**config.mk**
```make
export PLATFORM = sky130hd
export DESIGN_NAME = encaps_control_unit_flat
export DESIGN_NICKNAME = d
export VERILOG_FILES = /design/src/rtl/encaps_cu_pkg.sv /design/src/rtl/encaps_control_unit_if.sv /design/src/rtl/encaps_control_unit_cu_toggle.sv /design/src/rtl/encaps_control_unit.sv /design/src/flat_wrapper.sv
export SDC_FILE = /design/constraint.sdc
export NUM_CORES = 1
export LEC_CHECK = 0
export CORE_MARGIN = 1.5
export CORE_UTILIZATION = 55
export DETAILED_ROUTE_END_ITERATION = 8
export DONT_BUFFER_PORTS = 1
export PLACE_DENSITY_LB_ADDON = 0.12
export SLEW_MARGIN = 0
export SYNTH_ARGS = -nofsm -noshare
export SYNTH_HDL_FRONTEND = slang
export SYNTH_SLANG_ARGS = --single-unit
```
**constraint.sdc**
```tcl
create_clock -name clk -period 2.7 [get_ports clk]
set_input_delay 0.405 -clock clk [delete_from_list [all_inputs] [get_ports clk]]
set_output_delay 0.405 -clock clk [all_outputs]
set_load 0.01 [all_outputs]
```
**src/rtl/encaps_cu_pkg.sv**
```systemverilog
// Shared types and default sizing for the NTRU-HRSS encapsulation sequencer.
package encaps_cu_pkg;

    typedef enum logic [3:0] {
        IDLE,
        UNPACK,
        PREP,
        SAMPLE,
        ABSORB,
        PERM,
        BLKEND,
        ANSWER,
        DONE
    } cu_state_t;

    localparam int N_COEF_DEF     = 700;
    localparam int PACK_GROUP_DEF = 5;
    localparam int HASH_BYTES_DEF = 136;

    localparam int COEF_W  = 10;
    localparam int GROUP_W = 3;
    localparam int BYTE_W  = 8;

    // True when a packed byte count closes a SHA3 rate block.
    function automatic logic block_full(input logic [BYTE_W-1:0] b, input int hb);
        return (int'(b) % hb) == 0;
    endfunction

endpackage

```
**src/rtl/encaps_control_unit_if.sv**
```systemverilog
// Handshake and strobe bundle between the encapsulation sequencer and its datapath.
interface encaps_control_unit_if;

    logic       up_rq0_done;
    logic       hash_fin;
    logic       ovr_rst2;
    logic       halt_n;
    logic       sipo_u_clk;
    logic       sipo_t1_clk;
    logic       sipo_t2_clk;
    logic       sipo_p_clk;
    logic       sipo_p_stop;
    logic       p3_rst;
    logic [1:0] p3_count;
    logic       hash_rst1;
    logic       hash_rst2;
    logic       hash_sp;
    logic       hash_ans;
    logic       hash_keccak;
    logic       hash_clk;
    logic       enc_rst;
    logic       lift_en;

    modport master (
        input  up_rq0_done, hash_fin,
        output ovr_rst2, halt_n, sipo_u_clk, sipo_t1_clk, sipo_t2_clk,
               sipo_p_clk, sipo_p_stop, p3_rst, p3_count,
               hash_rst1, hash_rst2, hash_sp, hash_ans, hash_keccak, hash_clk,
               enc_rst, lift_en
    );

    modport slave (
        output up_rq0_done, hash_fin,
        input  ovr_rst2, halt_n, sipo_u_clk, sipo_t1_clk, sipo_t2_clk,
               sipo_p_clk, sipo_p_stop, p3_rst, p3_count,
               hash_rst1, hash_rst2, hash_sp, hash_ans, hash_keccak, hash_clk,
               enc_rst, lift_en
    );

endinterface

```
**src/rtl/encaps_control_unit_cu_toggle.sv**
```systemverilog
// Enable-gated one-bit toggler: square strobe while enabled, forced low otherwise.
module cu_toggle (
    input  logic clk,
    input  logic rst,
    input  logic en,
    output logic q
);

    always_ff @(posedge clk or posedge rst) begin
        if (rst) begin
            q <= 1'b0;
        end else begin
            q <= en ? ~q : 1'b0;
        end
    end

endmodule

```
**src/rtl/encaps_control_unit.sv**
```systemverilog
// Sequencer for NTRU-HRSS encapsulation: unpack, sample/multiply/lift, pack_s3, SHA3 absorb/permute, key release.
module encaps_control_unit
    import encaps_cu_pkg::*;
#(
    parameter int N_COEF     = N_COEF_DEF,
    parameter int PACK_GROUP = PACK_GROUP_DEF,
    parameter int HASH_BYTES = HASH_BYTES_DEF
) (
    input  logic                  clk,
    input  logic                  ovr_rst1,
    encaps_control_unit_if.master bus
);

    cu_state_t          state;
    logic [COEF_W-1:0]  coef;
    logic [GROUP_W-1:0] group;
    logic [BYTE_W-1:0]  byte_cnt;
    logic               stop_q;
    logic               last_q;

    logic       ovr_rst2_q;
    logic       halt_n_q;
    logic       t2_q;
    logic       p_clk_q;
    logic       p_stop_q;
    logic       p3_rst_q;
    logic [1:0] p3_count_q;
    logic       hash_rst1_q;
    logic       hash_rst2_q;
    logic       hash_sp_q;
    logic       hash_ans_q;
    logic       keccak_q;
    logic       enc_rst_q;
    logic       lift_en_q;

    logic u_q;
    logic t1_q;
    logic h_q;

    logic [COEF_W-1:0] coef_inc;
    logic [BYTE_W-1:0] byte_nx;
    logic              coef_last;
    logic              grp_last;
    logic              phase_b;
    logic              blk_end;
    logic              u_en;
    logic              t1_en;
    logic              h_en;

    // In SAMPLE, t1_q high marks cycle A of a coefficient and low marks cycle B.
    always_comb begin
        coef_inc  = coef + 1'b1;
        byte_nx   = byte_cnt + 1'b1;
        coef_last = (coef == COEF_W'(N_COEF - 1));
        grp_last  = (group == GROUP_W'(PACK_GROUP - 1));
        phase_b   = (state == SAMPLE) && !stop_q && !t1_q;
        blk_end   = phase_b && (coef_last || (grp_last && block_full(byte_nx, HASH_BYTES)));
        u_en      = (state == IDLE) || ((state == UNPACK) && !bus.up_rq0_done);
        t1_en     = (state == PREP)
                 || ((state == BLKEND) && !last_q)
                 || ((state == SAMPLE) && !stop_q && !blk_end);
        h_en      = (state == PERM) && !bus.hash_fin;
    end

    cu_toggle u_tog_unpack (.clk(clk), .rst(ovr_rst1), .en(u_en),  .q(u_q));
    cu_toggle u_tog_coef   (.clk(clk), .rst(ovr_rst1), .en(t1_en), .q(t1_q));
    cu_toggle u_tog_hash   (.clk(clk), .rst(ovr_rst1), .en(h_en),  .q(h_q));

    always_ff @(posedge clk or posedge ovr_rst1) begin
        if (ovr_rst1) begin
            state       <= IDLE;
            coef        <= '0;
            group       <= '0;
            byte_cnt    <= '0;
            stop_q      <= 1'b0;
            last_q      <= 1'b0;
            ovr_rst2_q  <= 1'b1;
            halt_n_q    <= 1'b1;
            t2_q        <= 1'b0;
            p_clk_q     <= 1'b0;
            p_stop_q    <= 1'b0;
            p3_rst_q    <= 1'b1;
            p3_count_q  <= 2'd0;
            hash_rst1_q <= 1'b0;
            hash_rst2_q <= 1'b0;
            hash_sp_q   <= 1'b0;
            hash_ans_q  <= 1'b0;
            keccak_q    <= 1'b0;
            enc_rst_q   <= 1'b1;
            lift_en_q   <= 1'b0;
        end else begin
            p_clk_q     <= 1'b0;
            p_stop_q    <= 1'b0;
            hash_rst1_q <= 1'b0;
            hash_rst2_q <= 1'b0;
            hash_sp_q   <= 1'b0;
            hash_ans_q  <= 1'b0;

            case (state)
                IDLE: begin
                    ovr_rst2_q <= 1'b0;
                    state      <= UNPACK;
                end

                UNPACK: begin
                    if (bus.up_rq0_done) begin
                        hash_rst1_q <= 1'b1;
                        enc_rst_q   <= 1'b1;
                        p3_rst_q    <= 1'b1;
                        state       <= PREP;
                    end
                end

                PREP: begin
                    coef       <= '0;
                    group      <= '0;
                    byte_cnt   <= '0;
                    stop_q     <= 1'b0;
                    last_q     <= 1'b0;
                    p3_count_q <= 2'd0;
                    t2_q       <= 1'b0;
                    enc_rst_q  <= 1'b0;
                    p3_rst_q   <= 1'b0;
                    lift_en_q  <= 1'b1;
                    state      <= SAMPLE;
                end

                SAMPLE: begin
                    if (stop_q) begin
                        // Block-full cycle done: hand the rate block to the sponge.
                        stop_q    <= 1'b0;
                        lift_en_q <= 1'b0;
                        hash_sp_q <= 1'b1;
                        state     <= ABSORB;
                    end else if (t1_q) begin
                        p_clk_q <= grp_last;
                    end else begin
                        group <= grp_last ? '0 : group + 1'b1;
                        if (grp_last) begin
                            byte_cnt   <= byte_nx;
                            p3_count_q <= byte_nx[1:0];
                        end
                        if (coef_last) begin
                            last_q <= 1'b1;
                        end else begin
                            coef <= coef_inc;
                        end
                        // Parity holds across a block break; BLKEND reloads it.
                        if (blk_end) begin
                            stop_q   <= 1'b1;
                            p_stop_q <= 1'b1;
                        end else begin
                            t2_q <= coef_inc[0];
                        end
                    end
                end

                ABSORB: begin
                    keccak_q <= 1'b1;
                    state    <= PERM;
                end

                PERM: begin
                    if (bus.hash_fin) begin
                        keccak_q    <= 1'b0;
                        hash_rst2_q <= 1'b1;
                        p3_rst_q    <= 1'b1;
                        state       <= BLKEND;
                    end
                end

                BLKEND: begin
                    p3_rst_q <= 1'b0;
                    if (last_q) begin
                        hash_ans_q <= 1'b1;
                        state      <= ANSWER;
                    end else begin
                        lift_en_q <= 1'b1;
                        t2_q      <= coef[0];
                        state     <= SAMPLE;
                    end
                end

                ANSWER: begin
                    halt_n_q <= 1'b0;
                    t2_q     <= 1'b0;
                    state    <= DONE;
                end

                DONE: begin
                    state <= DONE;
                end

                default: begin
                    state <= IDLE;
                end
            endcase
        end
    end

    assign bus.ovr_rst2    = ovr_rst2_q;
    assign bus.halt_n      = halt_n_q;
    assign bus.sipo_u_clk  = u_q;
    assign bus.sipo_t1_clk = t1_q;
    assign bus.sipo_t2_clk = t2_q;
    assign bus.sipo_p_clk  = p_clk_q;
    assign bus.sipo_p_stop = p_stop_q;
    assign bus.p3_rst      = p3_rst_q;
    assign bus.p3_count    = p3_count_q;
    assign bus.hash_rst1   = hash_rst1_q;
    assign bus.hash_rst2   = hash_rst2_q;
    assign bus.hash_sp     = hash_sp_q;
    assign bus.hash_ans    = hash_ans_q;
    assign bus.hash_keccak = keccak_q;
    assign bus.hash_clk    = h_q;
    assign bus.enc_rst     = enc_rst_q;
    assign bus.lift_en     = lift_en_q;

endmodule

```
**src/flat_wrapper.sv**
```systemverilog
// flat-port wrapper written by rule: the top's interface ports become plain ports
module encaps_control_unit_flat import encaps_cu_pkg::*;
#(
    parameter int N_COEF     = N_COEF_DEF,
    parameter int PACK_GROUP = PACK_GROUP_DEF,
    parameter int HASH_BYTES = HASH_BYTES_DEF
)
  (clk, ovr_rst1, bus_up_rq0_done, bus_hash_fin, bus_ovr_rst2, bus_halt_n, bus_sipo_u_clk, bus_sipo_t1_clk, bus_sipo_t2_clk, bus_sipo_p_clk, bus_sipo_p_stop, bus_p3_rst, bus_p3_count, bus_hash_rst1, bus_hash_rst2, bus_hash_sp, bus_hash_ans, bus_hash_keccak, bus_hash_clk, bus_enc_rst, bus_lift_en);
  encaps_control_unit_if bus_i ();
  input  logic clk;
  input  logic ovr_rst1;
  input wire logic [$bits(bus_i.up_rq0_done)-1:0] bus_up_rq0_done;
  input wire logic [$bits(bus_i.hash_fin)-1:0] bus_hash_fin;
  output wire logic [$bits(bus_i.ovr_rst2)-1:0] bus_ovr_rst2;
  output wire logic [$bits(bus_i.halt_n)-1:0] bus_halt_n;
  output wire logic [$bits(bus_i.sipo_u_clk)-1:0] bus_sipo_u_clk;
  output wire logic [$bits(bus_i.sipo_t1_clk)-1:0] bus_sipo_t1_clk;
  output wire logic [$bits(bus_i.sipo_t2_clk)-1:0] bus_sipo_t2_clk;
  output wire logic [$bits(bus_i.sipo_p_clk)-1:0] bus_sipo_p_clk;
  output wire logic [$bits(bus_i.sipo_p_stop)-1:0] bus_sipo_p_stop;
  output wire logic [$bits(bus_i.p3_rst)-1:0] bus_p3_rst;
  output wire logic [$bits(bus_i.p3_count)-1:0] bus_p3_count;
  output wire logic [$bits(bus_i.hash_rst1)-1:0] bus_hash_rst1;
  output wire logic [$bits(bus_i.hash_rst2)-1:0] bus_hash_rst2;
  output wire logic [$bits(bus_i.hash_sp)-1:0] bus_hash_sp;
  output wire logic [$bits(bus_i.hash_ans)-1:0] bus_hash_ans;
  output wire logic [$bits(bus_i.hash_keccak)-1:0] bus_hash_keccak;
  output wire logic [$bits(bus_i.hash_clk)-1:0] bus_hash_clk;
  output wire logic [$bits(bus_i.enc_rst)-1:0] bus_enc_rst;
  output wire logic [$bits(bus_i.lift_en)-1:0] bus_lift_en;
  assign bus_i.up_rq0_done = bus_up_rq0_done;
  assign bus_i.hash_fin = bus_hash_fin;
  assign bus_ovr_rst2 = bus_i.ovr_rst2;
  assign bus_halt_n = bus_i.halt_n;
  assign bus_sipo_u_clk = bus_i.sipo_u_clk;
  assign bus_sipo_t1_clk = bus_i.sipo_t1_clk;
  assign bus_sipo_t2_clk = bus_i.sipo_t2_clk;
  assign bus_sipo_p_clk = bus_i.sipo_p_clk;
  assign bus_sipo_p_stop = bus_i.sipo_p_stop;
  assign bus_p3_rst = bus_i.p3_rst;
  assign bus_p3_count = bus_i.p3_count;
  assign bus_hash_rst1 = bus_i.hash_rst1;
  assign bus_hash_rst2 = bus_i.hash_rst2;
  assign bus_hash_sp = bus_i.hash_sp;
  assign bus_hash_ans = bus_i.hash_ans;
  assign bus_hash_keccak = bus_i.hash_keccak;
  assign bus_hash_clk = bus_i.hash_clk;
  assign bus_enc_rst = bus_i.enc_rst;
  assign bus_lift_en = bus_i.lift_en;
  encaps_control_unit #(.N_COEF(N_COEF), .PACK_GROUP(PACK_GROUP), .HASH_BYTES(HASH_BYTES)) u_core (.clk(clk), .ovr_rst1(ovr_rst1), .bus(bus_i));
endmodule
```
==> run metrics, run 1 <==
Switching Fraction 40.2%; HPWL after DPL about 3.5 mm; most common cell after layout, fill and taps aside dfrtp_1; H-tree levels 2; TNS Setup 0 ps; Max Root-Sink Buffers 2; layout cell share with drive strength beyond 1 18.9%; drt total wl 4.96 mm; clock share of power approximately a fifth; CP max FO 3; vias between 1500 and 2000; vias in the first global route 1706; die height 68.0 µm; Setup violations, final 0; Antenna Nets Post-Route 0; first-pass GRT wire length 8.10 mm; RSZ-0062 raised after global routing yes; worst relative slew slack 40.7%; NetSw around 0.00088 W; Setup CP Type reg2reg; largest net degree at the start of global routing 27; initial antenna violation count 0; syn nets 259; fin nets 274; crit path capture type flop; sequential area share after synthesis 46.6%; Worst EP required around 2900 ps; status finished clean; drt initial violations 139; Distinct cells, synth 53; vias per inst 5.87; leakage power figure 1.15 nW; cell row count 23; DRC errors left 0; Synth top area share 42.0%; number of enable flip-flop cells after synthesis 0; # hold bufs at CTS 0; core area 4030 µm²; Internal Power 0.00130 W; io pins 22; total grt overflow 0; maximum clock rate 380 MHz; GRT Overall Usage 23.7%; final hold viol count 0; Max Slew Vio Count 0; Combinational Power Share 36.1%; Area Growth Syn to Fin 12.3%; ys flop type dfrtp_1; Die X-Extent 68.0 µm; Period minus WS final approximately 2600 ps; Ys Warns 0; dominant cells by area after synthesis dfrtp_1 42%, dfstp_2 4.5%, nand2_1 4.5%; most frequent cells in the layout 38 x dfrtp_1, 28 x nor2_1, 28 x nand2_1; Seq cells post-synth 43; fraction of registers with async set/reset 100%; Seq pwr share between 40 and 50%; Max-Cap Viols 0; clock-pin slew on the worst setup and hold paths around 80 ps; post-synth design cell area 2320 µm²; Slew @ Worst Pin 884 ps; Routed WL per cell 15.8 µm; Mapped Cells between 200 and 250; die area 4620 µm²; Total Power 0.00218 W; Crit path arrival time 2810 ps; CTS Buf Count 5; I/O Buffers 0; CTS tree built; global placement routability congestion 0.869; Synth Area per Inst 9.36 µm²; Initial Util 57.6%; area leader, netlist dfrtp_1; Tcrit/Tclk final 97.4%; Clock Latency Late Sink roughly 290 ps; Startpoint Class flop; Ant. Diodes 0; maximum VDD drop 0.000547 V; drt pass-1 iters 4; clock sink total 43; worst hold path class in2async; PwrDens between 800 and 900 nW/µm²; Clock Skew 7.23 ps; clk root buf clkbuf_8
## layout make-up
cell class	count	area, µm²
inverter	12	45.0
sequential	43	1080
timing repair buffer	18	135
fill	352	1420
clock buffer	7	86.3
multi-input combinational	183	1190
tap	50	62.6
clock inverter	1	5.00
## power groups by stage
stage | combinational [W] | clock (W) | sequential, W
floorplan | 0.000622 | 0 | 0.000901
global placement | 0.000746 | 0 | 0.000983
detailed placement | 0.000761 | 0 | 0.000987
CTS | 0.000767 | 0.000427 | 0.000976
global route | 0.000892 | 0.000454 | 0.00100
finish | 0.000787 | 0.000417 | 0.000975
## worst max-delay path: stages (launching register included)
cell	delay, ps
dfrtp_1	430
ha_4	190
nand3_4	70
xor2_2	180
ha_2	210
nor3_2	40
a32oi_1	240
ha_1	280
nor3_1	170
and3_1	210
nand4_2	120
nand3_2	100
mux2_4	290
## state kept, by name, indices dropped and copies added, names as in the netlist, 3 cells and up
register / cells
u_core.byte_cnt: 7
u_core.group: 3
u_core.coef: 10
u_core.state: 4
## what timing repair did
| action | CTS | global route |
|---|---|---|
| buffers inserted | 1 | 1 |
| resized for setup | 0 | 6 |
| setup endpoints to repair | 1 | 1 |
| endpoints found under the hold margin | 0 | 0 |
| pin swaps | 0 | 6 |
## cells in the mapped netlist, drive strengths merged, types with 4 or more instances
master,n
nand4,5
and2,5
nand2,29
xor2,9
or3,4
o21ai,18
o31ai,5
dfrtp,39
ha,7
nand2b,4
nand3,11
a21oi,13
nor3,10
dfstp,4
inv,12
nor2,28
buf,7
## cells by family (layout without fill, tap and decap cells)
logic type                 Yosys count  after routing  synth area share [%]
AOI/OAI and AO/OA                   53             53                  15.0
xor gates and xnor gates            12             12                  4.53
adders and majority gates            7              7                  3.77
buffers and inverters               22             38                  4.58
DFF                                 43             43                  46.6
muxes                                2              2                 0.916
and+or+nand+nor                    109            109                  24.6
## per-layer routing
metal  vias up  share of wire, %  track usage [%]  routed length [µm]
met2        42                46             36.7                2290
met1       903                48             33.4                2360
met3         6               5.1             5.10                 255
met5         -                 0                0                   0
met4         0               1.2             7.50                  58
li1        892                 -                -                   -
## stage by stage
step                      worst slack (ps)  instances  util, %  area (µm²)  hold WS (ps)
final                                 70.2        314     64.7        2610          68.4
after CTS                             89.8        313     63.8        2570          85.7
after global routing                 -43.8        314     64.7        2610           117
after floorplan                       21.9        248        -        2350           447
after detailed placement              7.29        304     61.3        2470           406
after global placement                87.7        304     61.3        2470           409
## worst paths after layout
| check | slack, ps | from | endpoint | cells after the start |
|---|---|---|---|---|
| min in group clk | 190 | bus_up_rq0_done | u_core.u_tog_unpack.q$_DFF_PP0_ | 1 |
| hold reg to reg | 480 | u_core.bus.halt_n$_DFFE_PP1P_ | u_core.bus.halt_n$_DFFE_PP1P_ | 2 |
| hold / removal | 70 | ovr_rst1 | u_core.last_q$_DFFE_PP0P_ | 1 |
| setup reg to reg | 70 | u_core.bus.p3_count[0]$_DFFE_PP0P_ | u_core.bus.sipo_t2_clk$_DFFE_PP0P_ | 12 |
| setup / recovery | 70 | u_core.bus.p3_count[0]$_DFFE_PP0P_ | u_core.bus.sipo_t2_clk$_DFFE_PP0P_ | 12 |
| max in group asynchronous | 2010 | ovr_rst1 | u_core.byte_cnt[3]$_DFFE_PP0P_ | 2 |
Power figures use the tool's default switching activity.
==> run 2, diff against run 1 <==
- CORE_MARGIN: 1.5 -> unset
- RECOVER_POWER: unset -> 25
==> run 2 against run 1 <==
Final area up 0.38%. Clock-buffer cell count unchanged. Non-clock buffer count down 3. Via count down 2.9%. Setup slack worse by 83 ps. Die area down 2.9%. Routed wire length down 1.0%. Power up 2.0%. The flow now finishes with violations (setup timing). Final cell count down 0.96%. Fmax down 3.0%. Sequential share of layout area down 0.11 points. Highest routed layer unchanged. Clock power up 16%.
==> run metrics, run 2 (synthesized netlist as in run 1, its figures left out) <==
final hold viol count 0 (unchanged); drt initial violations 113 (-19%); Clock Skew 6.40 ps (-0.832 ps); vias in the first global route 1620 (-5.0%); TNS Setup -12.3 ps (-12.3 ps); Final Instance Area 2620 µm² (+0.38%); global placement routability congestion 0.905 (+4.2%); GRT Overall Usage 24.0% (+0.31 points); Slew @ Worst Pin 619 ps (-265 ps); clock sink total 43 (unchanged); Total Power 0.00222 W (+2.0%); CTS Buf Count 5 (unchanged); first-pass GRT wire length 7.88 mm (-2.7%); cell row count 23 (unchanged); max reg flops 10 (unchanged); met1 Use GR 34.9% (+1.6 points); Setup violations, final 1 (+1); GR Util met2 34.0% (-2.7 points); Max Root-Sink Buffers 2 (unchanged); die height 67.0 µm (-1.5%); worst relative slew slack 58.6% (+18 points); initial antenna violation count 0 (unchanged); total grt overflow 0 (unchanged); Top Usage Layer GRT met1; core area 4030 µm² (unchanged); drt pass-1 iters 4 (unchanged); H-tree levels 2 (unchanged); largest registers u_core.coef x10, u_core.byte_cnt x7, u_core.state x4; Tcrit/Tclk final 100% (+3.1 points); Finished Core Util 64.9% (+0.25 points); fill count 347 (-1.4%); Die X-Extent 67.0 µm (-1.5%); Routed WL per cell 15.8 µm (about the same); RSZ-0062 raised after global routing yes; HPWL after DPL 3.40 mm (-3.3%); met3 Use GR 5.14% (+0.038 points); drt total wl 4.91 mm (-1.0%); Max Slew Vio Count 0 (unchanged); Initial Util 57.6% (unchanged); Startpoint Class flop; vias 1789 (-2.9%); Antenna Nets Post-Route 0 (unchanged); maximum clock rate 369 MHz (-3.0%); Hold WS 190 ps (+121 ps); vias per inst 5.75 (-2.0%); I/O Buffers 0 (unchanged); io pins 22 (unchanged); most common cell after layout, fill and taps aside dfrtp_1; Ant. Diodes 0 (unchanged); DRC errors left 0 (unchanged); Final Worst Setup Slack -12.3 ps (-82.5 ps); Setup CP Type reg2reg; PwrDens 850 nW/µm² (+1.6%); leakage power figure 1.13 nW (-1.4%); placed cell area 2450 µm² (-0.91%); Area Growth Syn to Fin 12.7%; clock-pin slew on the worst setup and hold paths 80 ps (about the same); crit path capture type flop; clk root buf clkbuf_8; most frequent cells in the layout 37 x dfrtp_1, 28 x nor2_1, 28 x nand2_1; Max-Cap Viols 0 (unchanged); maximum VDD drop 0.000567 V (+3.8%); fin nets 271 (-1.1%); largest register by flop count u_core.coef; failing checks setup timing; status finished, violations left; die area 4480 µm² (-2.9%); worst hold path class in2reg; Crit path arrival time 2900 ps (+90 ps); Clock Latency Late Sink 290 ps (about the same); CP max FO 8 (+5); Period minus WS final 2710 ps (+82.5 ps); layout cell share with drive strength beyond 1 17.6% (-1.3 points); largest net degree at the start of global routing 29 (+7.4%); CTS tree built; Worst EP required 2880 ps (about the same)
-- run 2: layer usage --
metal	wire, µm	part of all wire, %	vias to the layer above
met5	0	0	-
met4	92	1.9	0
met3	230	4.7	10
met2	2190	45	42
met1	2390	49	848
li1	-	-	889
-- run 2: area by class of cell --
type | instances | area [µm²] | area share (%)
clock buffer | 7 | 76.3 | 2.92
clock inverter | 1 | 30.0 | 1.15
inverter | 12 | 45.0 | 1.72
multi-input combinational | 183 | 1210 | 46.3
sequential | 43 | 1080 | 41.4
tap | 50 | 62.6 | 2.39
timing repair buffer | 15 | 108 | 4.11
-- run 2: worst max-delay path, stage by stage (launching register included) --
cell and delay, ps:
dfrtp_1 580, nand3_2 240, nor3_1 420, a32oi_2 130, ha_1 330, nor3_2 200, and3_4 220, nand4_4 90
nand3_2 100, mux2_4 290
-- run 2: repair_timing --
| action | CTS | global route |
|---|---|---|
| endpoints found under the setup margin | 1 | 1 |
| hold endpoints to repair | 11 | 0 |
| hold buffers | 1 | 0 |
| gates resized for setup | 0 | 10 |
| gates cloned | 0 | 0 |
| setup buffers | 0 | 1 |
| pin swaps | 1 | 6 |
-- run 2: power by group --
group          internal, W  total (W)  switching, W
Combinational     0.000302   0.000769      0.000467
Sequential        0.000783   0.000970      0.000187
Clock             0.000277   0.000485      0.000208
Total              0.00136    0.00222      0.000862
-- run 2: final timing paths --
path	startpoint	endpoint	slack, ps	cells past startpoint
worst max-delay path	u_core.byte_cnt[3]$_DFFE_PP0P_	u_core.bus.sipo_t2_clk$_DFFE_PP0P_	-10	9
worst min-delay path	bus_up_rq0_done	u_core.u_tog_unpack.q$_DFF_PP0_	190	1
worst max register to register	u_core.byte_cnt[3]$_DFFE_PP0P_	u_core.bus.sipo_t2_clk$_DFFE_PP0P_	-10	9
worst min register to register	u_core.bus.halt_n$_DFFE_PP1P_	u_core.bus.halt_n$_DFFE_PP1P_	470	2
max in group asynchronous	ovr_rst1	u_core.byte_cnt[1]$_DFFE_PP0P_	1440	3
min in group asynchronous	ovr_rst1	u_core.bus.hash_rst1$_DFF_PP0_	540	2
-- run 2: stage by stage --
stage / std cells / worst slack [ps]
4_1_cts: 310 / 6.59
2_1_floorplan: 248 / 21.9
3_5_place_dp: 301 / -3.50
3_3_place_gp: 301 / 123
6_report: 311 / -12.3
5_1_grt: 311 / -96.6
==> run 3, diff against run 2 <==
- CAP_MARGIN: unset -> 20
- TNS_END_PERCENT: unset -> 50
- clock period: 2.7 -> 3.22 ns (I/O delays scaled with it)
==> run 3 against run 2 <==
Largest power group unchanged. Sequential cell count stayed put. Worst hold slack better by 72 ps. Critical path type unchanged. The run ends with capacitance limit, slew limit left. Clock skew is 2.3 ps higher. Core utilization is 3.0 points lower. Clock-buffer cell count is 1 lower.
==> run metrics, run 3 (synthesized netlist as in run 1, its figures left out) <==
status finished, violations left; failing checks capacitance limit, slew limit; clock sink total 43 (unchanged); worst hold path class in2reg; most frequent cells in the layout 39 x dfrtp_1, 28 x nor2_1, 28 x nand2_1; largest registers u_core.coef x10, u_core.byte_cnt x7, u_core.state x4; CTS tree built; core area 4030 µm² (unchanged); Max Root-Sink Buffers 2 (unchanged); Ant. Diodes 0 (unchanged); RSZ-0062 raised after global routing no; most common cell after layout, fill and taps aside dfrtp_1; CTS Buf Count 5 (unchanged); clock-pin slew on the worst setup and hold paths 80 ps (about the same); Slowest-stage cell, CP dfrtp_1; io pins 22 (unchanged); largest net degree at the start of global routing 44 (+52%); I/O Buffers 0 (unchanged); Die X-Extent 67.0 µm (unchanged); Hold WS 262 ps (+72.1 ps); total grt overflow 0 (unchanged); clk root buf clkbuf_8; worst relative slew slack -51.0% (-110 points); first-pass GRT wire length 7.54 mm (-4.3%); Slew @ Worst Pin 2270 ps (+1650 ps); vias in the first global route 1571 (-3.0%); layout cell share with drive strength beyond 1 11.2% (-6.5 points); cell count after placement 293 (-2.7%); NetSw 0.000713 W (-17%); vias 1787 (-0.11%); initial antenna violation count 0 (unchanged); HPWL after DPL 3.13 mm (-7.7%); Switching Fraction 37.4% (-1.4 points); final hold viol count 0 (unchanged); Area Growth Syn to Fin 7.55%; drt pass-1 iters 4 (unchanged); Tcrit/Tclk final 93.6% (-6.8 points); Initial Util 57.6% (unchanged); Internal Power 0.00119 W (-12%); maximum VDD drop 0.000594 V (+4.8%); final non-filler cell total 301 (-3.2%); CP max FO 6 (-2); Combinational Power Share 30.4% (-4.2 points); Seq pwr share 43.6% (about the same); max reg flops 10 (unchanged); Setup CP Type reg2reg; Clock Latency Late Sink 300 ps (about the same); PwrDens 764 nW/µm² (-10%); vias per inst 5.94 (+3.2%); Period minus WS final 3010 ps (+302 ps); H-tree levels 2 (unchanged); CP delay by family, top simple AND/OR/NAND/NOR gates; global placement routability congestion 0.825 (-8.9%); Antenna Nets Post-Route 0 (unchanged); crit path capture type flop; CP most frequent cell ha_1; Routed WL per cell 15.6 µm (-1.3%); fill count 354 (+2.0%); clock share of power 25.9% (+4.1 points); Setup violations, final 0 (-1); Max-Cap Viols 1 (+1); cell row count 23 (unchanged); GRT Overall Usage 22.8% (-1.3 points); drt initial violations 151 (+34%); critical-path cell list ha_1 -> nand3_1 -> xor2_2 -> ha_1 -> nor3_1 -> a32oi_1 -> ha_1 -> nor3_1 -> and3_1 -> nand4_2 -> nand3_2 -> mux2_1; critical path's largest stage delay 380 ps (-200 ps); # hold bufs at CTS 0 (-1); Max Slew Vio Count 44 (+44); die area 4480 µm² (unchanged); Clock Skew 8.73 ps (+2.32 ps); Worst EP required 3400 ps (+520 ps); die height 67.0 µm (unchanged); DRC errors left 0 (unchanged); fin nets 261 (-3.7%); leakage power figure 1.09 nW (-4.0%); r2r setup slk 210 ps (+220 ps); Startpoint Class flop; largest register by flop count u_core.coef; WP buf/inv 0 (unchanged); maximum clock rate 332 MHz (-10%); drt total wl 4.69 mm (-4.5%); Crit path arrival time 3190 ps (+290 ps); TNS Setup 0 ps (+12.3 ps)
==> run 3: cell count changes in the layout (fill, tap and decap cells not counted), moves of 2 or more <==
cell and change:
nor3_1 +2, buf_4 -8, dfrtp_1 +2, clkbuf_1 -2
nor3_2 -2, ha_1 +2, dfrtp_2 -2
==> run 3: through the flow <==
step | worst slack (ps) | total power (W) | util [%] | instance area (µm²)
finish | 206 | 0.00191 | 62.0 | 2500
global route | 12.9 | 0.00204 | 62.0 | 2500
CTS | 167 | 0.00192 | 61.9 | 2490
detailed placement | 234 | 0.00142 | 58.6 | 2360
global placement | 324 | 0.00141 | 58.6 | 2360
floorplan | 403 | 0.00128 | - | 2320
==> run 3: worst paths after layout <==
kind | to | depth (start not counted) | from
worst max-delay path | u_core.bus.sipo_t2_clk$_DFFE_PP0P_ | 12 | u_core.bus.p3_count[0]$_DFFE_PP0P_
worst min-delay path | u_core.u_tog_unpack.q$_DFF_PP0_ | 1 | bus_up_rq0_done
max in group asynchronous | u_core.byte_cnt[5]$_DFFE_PP0P_ | 2 | ovr_rst1
min in group asynchronous | u_core.coef[5]$_DFFE_PP0P_ | 2 | ovr_rst1
worst max register to register | u_core.bus.sipo_t2_clk$_DFFE_PP0P_ | 12 | u_core.bus.p3_count[0]$_DFFE_PP0P_
worst min register to register | u_core.bus.halt_n$_DFFE_PP1P_ | 2 | u_core.bus.halt_n$_DFFE_PP1P_
==> run 3: area by class of cell <==
| class | instances | area (µm²) | area share (%) |
|---|---|---|---|
| Multi-Input combinational cell | 183 | 1140 | 45.7 |
| Sequential cell | 43 | 1080 | 43.3 |
| Clock buffer | 6 | 72.6 | 2.91 |
| Tap cell | 50 | 62.6 | 2.51 |
| Clock inverter | 2 | 60.1 | 2.41 |
| Inverter | 12 | 45.0 | 1.80 |
| Timing Repair Buffer | 5 | 33.8 | 1.35 |
==> run 3: per-layer routing <==
layer | track usage, % | part of all wire, %
met1 | 34.0 | 51
met2 | 32.1 | 44
met3 | 5.48 | 4.5
met4 | 6.65 | 0.98
met5 | 0 | 0
==> run 3: power groups by stage <==
stage / Clock [W] / Combinational [W] / Sequential, W
detailed placement: 0 / 0.000579 / 0.000844
global route: 0.000524 / 0.000666 / 0.000855
floorplan: 0 / 0.000521 / 0.000754
CTS: 0.000502 / 0.000583 / 0.000833
global placement: 0 / 0.000573 / 0.000841
finish: 0.000495 / 0.000580 / 0.000832
==> run 3: what timing repair did <==
action | CTS | global route
gates resized for setup | 0 | 1
setup buffers | 0 | 0
setup endpoints to repair | 0 | 1
